==> config.mk <==
export PLATFORM = sky130hd
export DESIGN_NAME = rr_arbiter4_flat
export DESIGN_NICKNAME = d
export VERILOG_FILES = /design/src/rtl/rr_arbiter4_pkg.sv /design/src/rtl/rr_arbiter4_if.sv /design/src/rtl/rr_arbiter4_pick4.sv /design/src/rtl/rr_arbiter4.sv /design/src/flat_wrapper.sv
export SDC_FILE = /design/constraint.sdc
export NUM_CORES = 1
export LEC_CHECK = 0
export CORE_MARGIN = 1.5
export CORE_UTILIZATION = 54
export CTS_BUF_LIST = sky130_fd_sc_hd__clkbuf_16
export DETAILED_ROUTE_END_ITERATION = 10
export PLACE_DENSITY = 0.81
export SLEW_MARGIN = 20
export SYNTH_ARGS = -nofsm -noshare
export SYNTH_HDL_FRONTEND = slang
export SYNTH_HIERARCHICAL = 1
export SYNTH_SLANG_ARGS = --single-unit
==> constraint.sdc <==
create_clock -name clk_i -period 2.9 [get_ports clk_i]
set_input_delay 0.58 -clock clk_i [delete_from_list [all_inputs] [get_ports clk_i]]
set_output_delay 0.58 -clock clk_i [all_outputs]
set_load 0.02 [all_outputs]
==> src/rtl/rr_arbiter4_pkg.sv <==
// rr_arbiter4_pkg
// Shared constants and helpers for the four-requester round-robin arbiter.
//   - FSM state encoding (IDLE / BUSY)
//   - requester count and index width
//   - hold counter width
//   - idToOneHot(): binary client index to one-hot request vector
package rr_arbiter4_pkg;

    localparam int unsigned N_REQ  = 4;
    localparam int unsigned ID_W   = 2;
    localparam int unsigned HCNT_W = 8;

    localparam logic [0:0] ST_IDLE = 1'b0;
    localparam logic [0:0] ST_BUSY = 1'b1;

    typedef logic [N_REQ-1:0]  req_t;
    typedef logic [ID_W-1:0]   id_t;
    typedef logic [HCNT_W-1:0] hcnt_t;

    function automatic req_t idToOneHot(input id_t id);
        req_t v;
        v     = '0;
        v[id] = 1'b1;
        return v;
    endfunction

endpackage

==> src/rtl/rr_arbiter4_if.sv <==
// rr_arbiter4_if
// Request/grant bundle between the arbiter and its four clients.
//   req   : per-client level request (clients -> arbiter)
//   gnt   : registered one-hot grant (arbiter -> clients)
//   gntId : binary index of the granted client, 0 when idle
//   valid : high exactly when gnt is non-zero
// Modports:
//   master : arbiter side (drives the grant)
//   slave  : client side (drives the requests)
interface rr_arbiter4_if;
    import rr_arbiter4_pkg::*;

    req_t req;
    req_t gnt;
    id_t  gntId;
    logic valid;

    modport master (
        input  req,
        output gnt,
        output gntId,
        output valid
    );

    modport slave (
        output req,
        input  gnt,
        input  gntId,
        input  valid
    );

endinterface

==> src/rtl/rr_arbiter4_pick4.sv <==
// rr_pick4
// Combinational round-robin pick over four requests.
// The search starts at client pri_i and proceeds pri_i+1, +2, +3 (mod 4);
// clients with their mask_i bit set are never picked.
// Ports:
//   req_i    [3:0] raw requests
//   pri_i    [1:0] first client to consider
//   mask_i   [3:0] clients excluded from this pick
//   any_o          some unmasked client is requesting
//   winId_o  [1:0] binary index of the winner (0 when none)
//   winOh_o  [3:0] one-hot winner (0 when none)
module rr_pick4
    import rr_arbiter4_pkg::*;
(
    input  req_t req_i,
    input  id_t  pri_i,
    input  req_t mask_i,
    output logic any_o,
    output id_t  winId_o,
    output req_t winOh_o
);

    req_t              effReq;
    logic [2*N_REQ-1:0] rotWide;
    req_t              rotReq;
    req_t              isoReq;
    logic [2*N_REQ-1:0] backWide;

    assign effReq = req_i & ~mask_i;
    assign any_o  = |effReq;

    // Rotate right by pri_i so client pri_i lands in bit 0; doubling the
    // vector makes the shift wrap around.
    assign rotWide = {effReq, effReq} >> pri_i;
    assign rotReq  = rotWide[N_REQ-1:0];

    // Lowest set bit of the rotated vector is the first requester found.
    assign isoReq = rotReq & ~(rotReq - req_t'(1));

    // Rotate back left by pri_i; the upper half of the doubled vector
    // holds the wrapped result.
    assign backWide = {isoReq, isoReq} << pri_i;
    assign winOh_o  = backWide[2*N_REQ-1:N_REQ];

    // One-hot to binary; winOh_o has at most one bit set.
    always_comb begin
        winId_o = '0;
        for (int i = 0; i < N_REQ; i++) begin
            if (winOh_o[i]) begin
                winId_o = ID_W'(i);
            end
        end
    end

endmodule

==> src/rtl/rr_arbiter4.sv <==
// rr_arbiter4
// Four-requester round-robin arbiter with grant locking and an optional
// hold limit. A granted client keeps the resource while its request stays
// high; on release the next requester is granted on the same edge. With a
// non-zero HOLD_LIMIT a holder is forced to yield after HOLD_LIMIT
// consecutive cycles if another client is waiting.
// Parameters:
//   HOLD_LIMIT : max consecutive grant cycles per holder, 0 = unlimited (0..255)
// Ports:
//   clk_i : system clock, all state on the rising edge
//   rst_i : synchronous active-high reset
//   bus   : request/grant bundle (master side)
module rr_arbiter4
    import rr_arbiter4_pkg::*;
#(
    parameter int unsigned HOLD_LIMIT = 0
) (
    input  logic          clk_i,
    input  logic          rst_i,
    rr_arbiter4_if.master bus
);

    localparam hcnt_t HOLD_LIM = HCNT_W'(HOLD_LIMIT);

    logic [0:0] state_q, state_d;
    id_t        pri_q, pri_d;
    id_t        cur_q, cur_d;
    hcnt_t      holdCnt_q, holdCnt_d;
    req_t       gnt_q, gnt_d;
    id_t        gntId_q, gntId_d;
    logic       valid_q, valid_d;

    logic       holding;
    logic       limitHit;
    req_t       pickMask;
    logic       pickAny;
    id_t        pickId;
    req_t       pickOh;

    // The holder still wants the resource; only meaningful in BUSY.
    assign holding  = (state_q == ST_BUSY) && bus.req[cur_q];
    assign limitHit = (HOLD_LIM != '0) && (holdCnt_q == HOLD_LIM);

    // During a forced rotation the current holder must not win again
    // unless nobody else asks, so it is masked out of the single pick.
    assign pickMask = (holding && limitHit) ? idToOneHot(cur_q) : '0;

    rr_pick4 u_pick (
        .req_i   (bus.req),
        .pri_i   (pri_q),
        .mask_i  (pickMask),
        .any_o   (pickAny),
        .winId_o (pickId),
        .winOh_o (pickOh)
    );

    // Next-state logic. PRI moves only when a new grant is issued, so the
    // search start stays fair no matter how long a holder kept the grant.
    always_comb begin
        state_d   = state_q;
        pri_d     = pri_q;
        cur_d     = cur_q;
        holdCnt_d = holdCnt_q;
        gnt_d     = gnt_q;
        gntId_d   = gntId_q;
        valid_d   = valid_q;

        case (state_q)
            ST_IDLE: begin
                if (pickAny) begin
                    state_d   = ST_BUSY;
                    cur_d     = pickId;
                    pri_d     = pickId + 1'b1;
                    holdCnt_d = hcnt_t'(1);
                    gnt_d     = pickOh;
                    gntId_d   = pickId;
                    valid_d   = 1'b1;
                end else begin
                    gnt_d   = '0;
                    gntId_d = '0;
                    valid_d = 1'b0;
                end
            end

            ST_BUSY: begin
                if (!holding) begin
                    // Released: hand over on this edge, or fall idle.
                    if (pickAny) begin
                        cur_d     = pickId;
                        pri_d     = pickId + 1'b1;
                        holdCnt_d = hcnt_t'(1);
                        gnt_d     = pickOh;
                        gntId_d   = pickId;
                        valid_d   = 1'b1;
                    end else begin
                        state_d = ST_IDLE;
                        gnt_d   = '0;
                        gntId_d = '0;
                        valid_d = 1'b0;
                    end
                end else if (!limitHit) begin
                    // Locked hold; counter saturates instead of wrapping.
                    if (holdCnt_q != '1) begin
                        holdCnt_d = holdCnt_q + 1'b1;
                    end
                end else if (pickAny) begin
                    // Budget exhausted and someone else is waiting.
                    cur_d     = pickId;
                    pri_d     = pickId + 1'b1;
                    holdCnt_d = hcnt_t'(1);
                    gnt_d     = pickOh;
                    gntId_d   = pickId;
                    valid_d   = 1'b1;
                end else begin
                    // Budget exhausted but alone: start a fresh budget.
                    holdCnt_d = hcnt_t'(1);
                end
            end

            default: begin
                state_d = ST_IDLE;
                gnt_d   = '0;
                gntId_d = '0;
                valid_d = 1'b0;
            end
        endcase
    end

    // State and output registers; reset overrides every transition.
    always_ff @(posedge clk_i) begin
        if (rst_i) begin
            state_q   <= ST_IDLE;
            pri_q     <= '0;
            cur_q     <= '0;
            holdCnt_q <= '0;
            gnt_q     <= '0;
            gntId_q   <= '0;
            valid_q   <= 1'b0;
        end else begin
            state_q   <= state_d;
            pri_q     <= pri_d;
            cur_q     <= cur_d;
            holdCnt_q <= holdCnt_d;
            gnt_q     <= gnt_d;
            gntId_q   <= gntId_d;
            valid_q   <= valid_d;
        end
    end

    assign bus.gnt   = gnt_q;
    assign bus.gntId = gntId_q;
    assign bus.valid = valid_q;

endmodule

==> src/flat_wrapper.sv <==
// flat-port wrapper written by rule: the top's interface ports become plain ports
module rr_arbiter4_flat import rr_arbiter4_pkg::*;
#(
    parameter int unsigned HOLD_LIMIT = 0
)
  (clk_i, rst_i, bus_req, bus_gnt, bus_gntId, bus_valid);
  rr_arbiter4_if bus_i ();
  input  logic clk_i;
  input  logic rst_i;
  input wire logic [$bits(bus_i.req)-1:0] bus_req;
  output wire logic [$bits(bus_i.gnt)-1:0] bus_gnt;
  output wire logic [$bits(bus_i.gntId)-1:0] bus_gntId;
  output wire logic [$bits(bus_i.valid)-1:0] bus_valid;
  assign bus_i.req = bus_req;
  assign bus_gnt = bus_i.gnt;
  assign bus_gntId = bus_i.gntId;
  assign bus_valid = bus_i.valid;
  rr_arbiter4 #(.HOLD_LIMIT(HOLD_LIMIT)) u_core (.clk_i(clk_i), .rst_i(rst_i), .bus(bus_i));
endmodule
==> impl_metrics.tcl, run 1 <==
set metrics [dict create \
    cts_resized 0 \
    criticalPathCategory "input port to flop" \
    grt_pass1_vias 623 \
    placed_area_sq_um 882.1 \
    yosys_warnings 6 \
    multiInputGateArea_sq_um 484.2 \
    synth_cells 94 \
    rsz0062_at_grt "no" \
    setup.worst_path.start_class "input port" \
    critical_path.top_delay_family "compound AO/OA/AOI/OAI gates" \
    clock_latency_ps 240 \
    grt_max_degree 14 \
    worstHoldStart "u_core/bus.gnt[2]" \
    clockRootBuffer "clkbuf_16" \
    vias 713 \
    power_density_nw_per_um2 601.3 \
    drv_slew 0 \
    met2WireLength_microns 790 \
    rr_worst_depth 6 \
    io_buffers 12 \
    max_stage_delay_ps 500 \
    dp.cells 125 \
    stdcell_count 129 \
    gp_congestion 0.8720 \
    fin_crit_ps 2090 \
    fin_setup_tns_ps 0 \
    drt_iter0_drc 19 \
    slowest_stage "clkdlybuf4s50_1" \
    fp.dieW_microns 40.04 \
    path_cells "clkdlybuf4s50_1 > nor2b_1 > a21oi_1 > a211oi_1 > inv_1 > a2bb2oi_1 > nor2_1" \
    cts_setup_buffers 0 \
    clkTransAtPathRegs_ps 40 \
    r2r-start "u_core/pri_q[1]" \
    n_antenna_cell 0 \
    fin_util_pct 74.78 \
    peakVddDrop_mv 0.6418 \
    wl_met1_microns 681 \
    fp.dieH_microns 40.04 \
    min_to "u_core/bus.gnt[2]" \
    clock_sinks 12 \
    outcome "completed" \
    cts_buffer_depth 2 \
    drive_above_1_share_pct 5.263 \
    fin_nets 121 \
    post-route-drc-count 0 \
    clock_skew_ps 4.342 \
    hold-path-cell-count 2 \
    synth_area_per_cell_sq_um 7.880 \
    area_growth_pct 29.73 \
    post-route-period-util_pct 72.07 \
    max_freq_mhz 478.5 \
    wirelength_microns 1574 \
    worstSetupEndpointType "flop" \
    reg2reg_setup_slack_ps 1210 \
    whs_ps 450.0 \
    cts_tree "yes" \
    numCtsBuffers 3 \
    core_area_sq_um 1285 \
    globalRouteOverflowTotal 0 \
    regToRegEndpoint "u_core/pri_q[1]" \
    drv_cap 0 \
    ant_nets 0 \
    holdBufCountCts 0 \
    critPathMaxFanout 4 \
    grt_pass1_wl_microns 2553 \
    track_usage_pct 24.68 \
    setup-violations-final 0 \
    path_buf_inv 2 \
    hp-class "flop to flop" \
    top_layer_used "met4" \
    antenna_found_initial 0 \
    die_area_sq_um 1603 \
    ctsHtreeMaxLevel 1 \
    p_leak_nw 0.3882 \
    final_cell_area_sq_um 960.9 \
    fp-row-count 13 \
    initial_utilization_pct 57.64 \
    hpwlAfterDp_microns 1130 \
    critical_path_arrival_ps 2260 \
    yosysSeqAreaShare_pct 32.43 \
    firstDrtPassIters 4 \
    wl_met3_microns 81 \
    worst_ep_required_time_ps 3070 \
    hold_violations 0 \
    io_pins 13 \
    fill_cells 100 \
    yosys.cell_types.count 31 \
    ys_seq_elements 12 \
    wire_per_inst_microns 12.20 \
    seqCellArea_sq_um 240.2 \
    via_per_inst 5.527 \
    netlist_area_sq_um 740.7 \
]
==> flip-flops by register name (all words and copies together), names as in the netlist <==
register / count
u_core/state_q: 1
u_core/bus.valid: 1
u_core/pri_q: 2
u_core/bus.gnt: 4
u_core/cur_q: 2
u_core/bus.gntId: 2
==> metrics by stage <==
step	total power, mW	setup WS (ps)
2_1_floorplan	0.2964	1261
6_report	0.5778	810.1
5_1_grt	0.6059	603.9
3_3_place_gp	0.3276	571.2
3_5_place_dp	0.3305	510.4
4_1_cts	0.5801	802.3
==> where the power goes <==
part	internal [mW]	switching, mW
logic	0.0634	0.0672
registers	0.181	0.0192
clock network	0.181	0.0658
==> worst max path at each step <==
stage | slack, ps | endpoint | cells past startpoint | startpoint
5_1_grt | 600 | u_core/pri_q[0] | 7 | bus_req[1]
6_report | 810 | u_core/bus.gntId[0] | 7 | bus_req[1]
4_1_cts | 800 | u_core/bus.gntId[0] | 7 | bus_req[1]
3_5_place_dp | 510 | u_core/pri_q[1] | 7 | bus_req[1]
3_3_place_gp | 570 | u_core/pri_q[1] | 7 | bus_req[1]
2_1_floorplan | 1260 | u_core/cur_q[0] | 6 | bus_req[2]
==> placed cells by master, fill, tap and decap left out, types with 2 or more instances in the layout <==
cell             instances
inv_1                    3
a2bb2oi_1                3
o21ai_0                  4
dfxtp_1                 12
a211oi_1                 2
mux2i_1                  6
nand2_1                 13
clkdlybuf4s50_1         12
nand2b_1                 3
or2_1                    4
a21oi_1                  8
nor2_1                  11
nand3b_1                 2
conb_1                   9
nor2b_1                  2
o21a_1                   2
clkbuf_16                3
==> synth_stat cells <==
library cell | instances | share of area [%]
nand2_1 | 13 | 6.6
dfxtp_1 | 12 | 32
nor2_1 | 11 | 5.6
a21oi_1 | 8 | 5.4
mux2i_1 | 6 | 8.1
o21ai_0 | 4 | 2.7
or2_1 | 4 | 3.4
a2bb2oi_1 | 3 | 3.5
inv_1 | 3 | 1.5
nand2b_1 | 3 | 2.5
a211oi_1 | 2 | 2.0
buf_6 | 2 | 3.0
clkbuf_1 | 2 | 1.0
nand3b_1 | 2 | 2.0
nor2b_1 | 2 | 1.7
o21a_1 | 2 | 2.0
a22o_1 | 1 | 1.2
and2b_1 | 1 | 1.0
and3_1 | 1 | 0.85
buf_2 | 1 | 0.68
conb_1 | 1 | 0.51
nand2b_4 | 1 | 1.9
nand3_1 | 1 | 0.68
nor3_1 | 1 | 0.68
o221a_1 | 1 | 1.5
o221ai_2 | 1 | 2.0
o22a_1 | 1 | 1.2
o22ai_1 | 1 | 0.85
o32ai_1 | 1 | 1.2
or2b_1 | 1 | 1.0
xor2_1 | 1 | 1.2
==> kinds of logic (layout without fill, tap and decap cells) <==
logic type                after synthesis  count (layout)  share of synthesized area [%]
DFF                                    12              12                          32.43
other                                   1               9                         0.5063
muxes                                   6               6                          8.108
buffers and inverters                   8              20                          6.249
AOI/OAI and AO/OA                      25              25                          23.65
xor gates and xnor gates                1               1                          1.183
and+or+nand+nor                        41              41                          27.87
==> cell type report <==
cell class,count,area share (%)
inverters,3,1.172
well taps,15,1.953
clock inverters,1,0.3906
repair buffers,13,13.28
clock buffers,3,7.812
multi-input cells,82,50.39
flip-flops and latches,12,25.00
==> tightest hold or removal path, cell delays in order, from the launching register on <==
cell and delay [ps]:
dfxtp_1 300, nand2_1 50, a21oi_1 50
==> routing by layer <==
layer	track usage, %	vias to the layer above
met4	12.93	0
met3	8.333	4
li1	-	358
met5	0	-
met1	27.76	330
met2	40.73	21
No activity file was read; power rests on OpenSTA's default activity.
==> run 2, diff against run 1 <==
--- a/config.mk
+++ b/config.mk
@@ -6,10 +6,10 @@
 export NUM_CORES = 1
 export LEC_CHECK = 0
 export CORE_MARGIN = 1.5
-export CORE_UTILIZATION = 54
+export CORE_UTILIZATION = 50
 export CTS_BUF_LIST = sky130_fd_sc_hd__clkbuf_16
 export DETAILED_ROUTE_END_ITERATION = 10
-export PLACE_DENSITY = 0.81
+export PLACE_DENSITY = 0.76
 export SLEW_MARGIN = 20
 export SYNTH_ARGS = -nofsm -noshare
 export SYNTH_HDL_FRONTEND = slang
==> constraint.sdc (replaced) <==
create_clock -name clk_i -period 2.2 [get_ports clk_i]
set_input_delay 0.44 -clock clk_i [delete_from_list [all_inputs] [get_ports clk_i]]
set_output_delay 0.44 -clock clk_i [all_outputs]
set_load 0.02 [all_outputs]
==> impl_metrics.tcl, run 2 (synthesized netlist as in run 1, its figures left out) <==
set metrics [dict create \
    stdcell_count 129 \
    fp.dieW_microns 41.49 \
    r2r-start "u_core/pri_q[1]" \
    cts_buffer_depth 2 \
    largest_reg_flops 4 \
    worst_ep_required_time_ps 2300 \
    track_usage_pct 18.34 \
    p_leak_nw 0.3911 \
    rsz0062_at_grt "no" \
    globalRouteOverflowTotal 0 \
    wire_per_inst_microns 11.84 \
    n_antenna_cell 0 \
    post-route-period-util_pct 92.06 \
    critical_path_arrival_ps 2130 \
    via_per_inst 5.473 \
    antenna_found_initial 0 \
    criticalPathCategory "input port to flop" \
    cts_setup_buffers 0 \
    firstDrtPassIters 4 \
    post-route-drc-count 0 \
    gp_congestion 0.8261 \
    core_area_sq_um 1334 \
    seqCellArea_sq_um 240.2 \
    area_growth_pct 30.24 \
    peakVddDrop_mv 0.6036 \
    drv_cap 0 \
    ant_nets 0 \
    slew_headroom_pct 46.97 \
    grt_max_degree 14 \
    setup.worst_path.start_class "input port" \
    drv_slew 0 \
    grt_pass1_vias 584 \
    worstSetupEndpointType "flop" \
    whs_ps 451.4 \
    wirelength_microns 1527 \
    clock_skew_ps 1.169 \
    setup-violations-final 0 \
    fp-row-count 13 \
    clock_sinks 12 \
    layout_common_cells "13 x nand2_1, 12 x clkdlybuf4s50_1, 12 x dfxtp_1, 11 x nor2_1, 9 x conb_1" \
    die_area_sq_um 1721 \
    io_pins 13 \
    final_common_cell "nand2_1" \
    cp-startpoint "bus_req[1]" \
    worstHoldStart "u_core/bus.gnt[0]" \
    numCtsBuffers 3 \
    fin_nets 122 \
    io_buffers 12 \
    clkTransAtPathRegs_ps 40 \
    critPathMaxFanout 4 \
    vias 706 \
    initial_utilization_pct 55.53 \
    multiInputGateArea_sq_um 484.2 \
    power_density_nw_per_um2 783.9 \
    worstMarginPinSlew_ps 795.4 \
    ctsHtreeMaxLevel 1 \
    grt_pass1_wl_microns 2484 \
    fin_ws_ps 174.7 \
    cts_tree "yes" \
    drt_iter0_drc 17 \
    outcome "completed" \
    dp.cells 126 \
    placed_area_sq_um 889.6 \
    hold_violations 0 \
    hp-class "flop to flop" \
    drive_above_1_share_pct 6.140 \
    cts_resized 0 \
    fin_setup_tns_ps 0 \
    fp.dieH_microns 41.49 \
    max_freq_mhz 493.8 \
    clockRootBuffer "clkbuf_16" \
    pre_cts_ws_ps 33.40 \
    clock_latency_ps 230 \
    final_cell_area_sq_um 964.7 \
    fin_crit_ps 2025 \
    hpwlAfterDp_microns 1101 \
    holdBufCountCts 0 \
    fill_cells 107 \
]
## run 2: power breakdown
group          switching [mW]  internal (mW)
clock                  0.0834          0.236
sequential             0.0250          0.239
combinational          0.0888         0.0842
total                   0.197          0.559
## run 2: final timing paths
path	end	slack (ps)	depth (start not counted)
max	u_core/pri_q[0]	170	7
min	u_core/bus.gnt[0]	450	2
max reg2reg	u_core/pri_q[0]	460	5
min reg2reg	u_core/bus.gnt[0]	450	2
## run 2: critical path, cell delays in order
cell and delay [ps]:
clkdlybuf4s50_1 500, nor2b_1 250, a21oi_1 100, a211oi_1 430, inv_1 140, mux2i_1 210
nor2_1 70
## run 2: area by class of cell
type / count / area share [%]
clock buffers: 3 / 7.782
inverters: 3 / 1.167
multi-input cells: 82 / 50.19
flip-flops and latches: 12 / 24.90
well taps: 15 / 1.946
repair buffers: 14 / 14.01
## run 2: layer usage
metal  track usage, %  routed length [microns]
met1            22.58                      707
met2            30.00                      737
met3            3.913                       61
met4            9.032                       21
met5                0                        0
## run 2: per-stage QoR
step                      power [mW]  utilization (%)
after floorplan               0.3906                -
after global placement        0.4311            66.70
after detailed placement      0.4354            66.70
after CTS                     0.7614            72.33
after global routing          0.7901            72.33
final                         0.7562            72.33
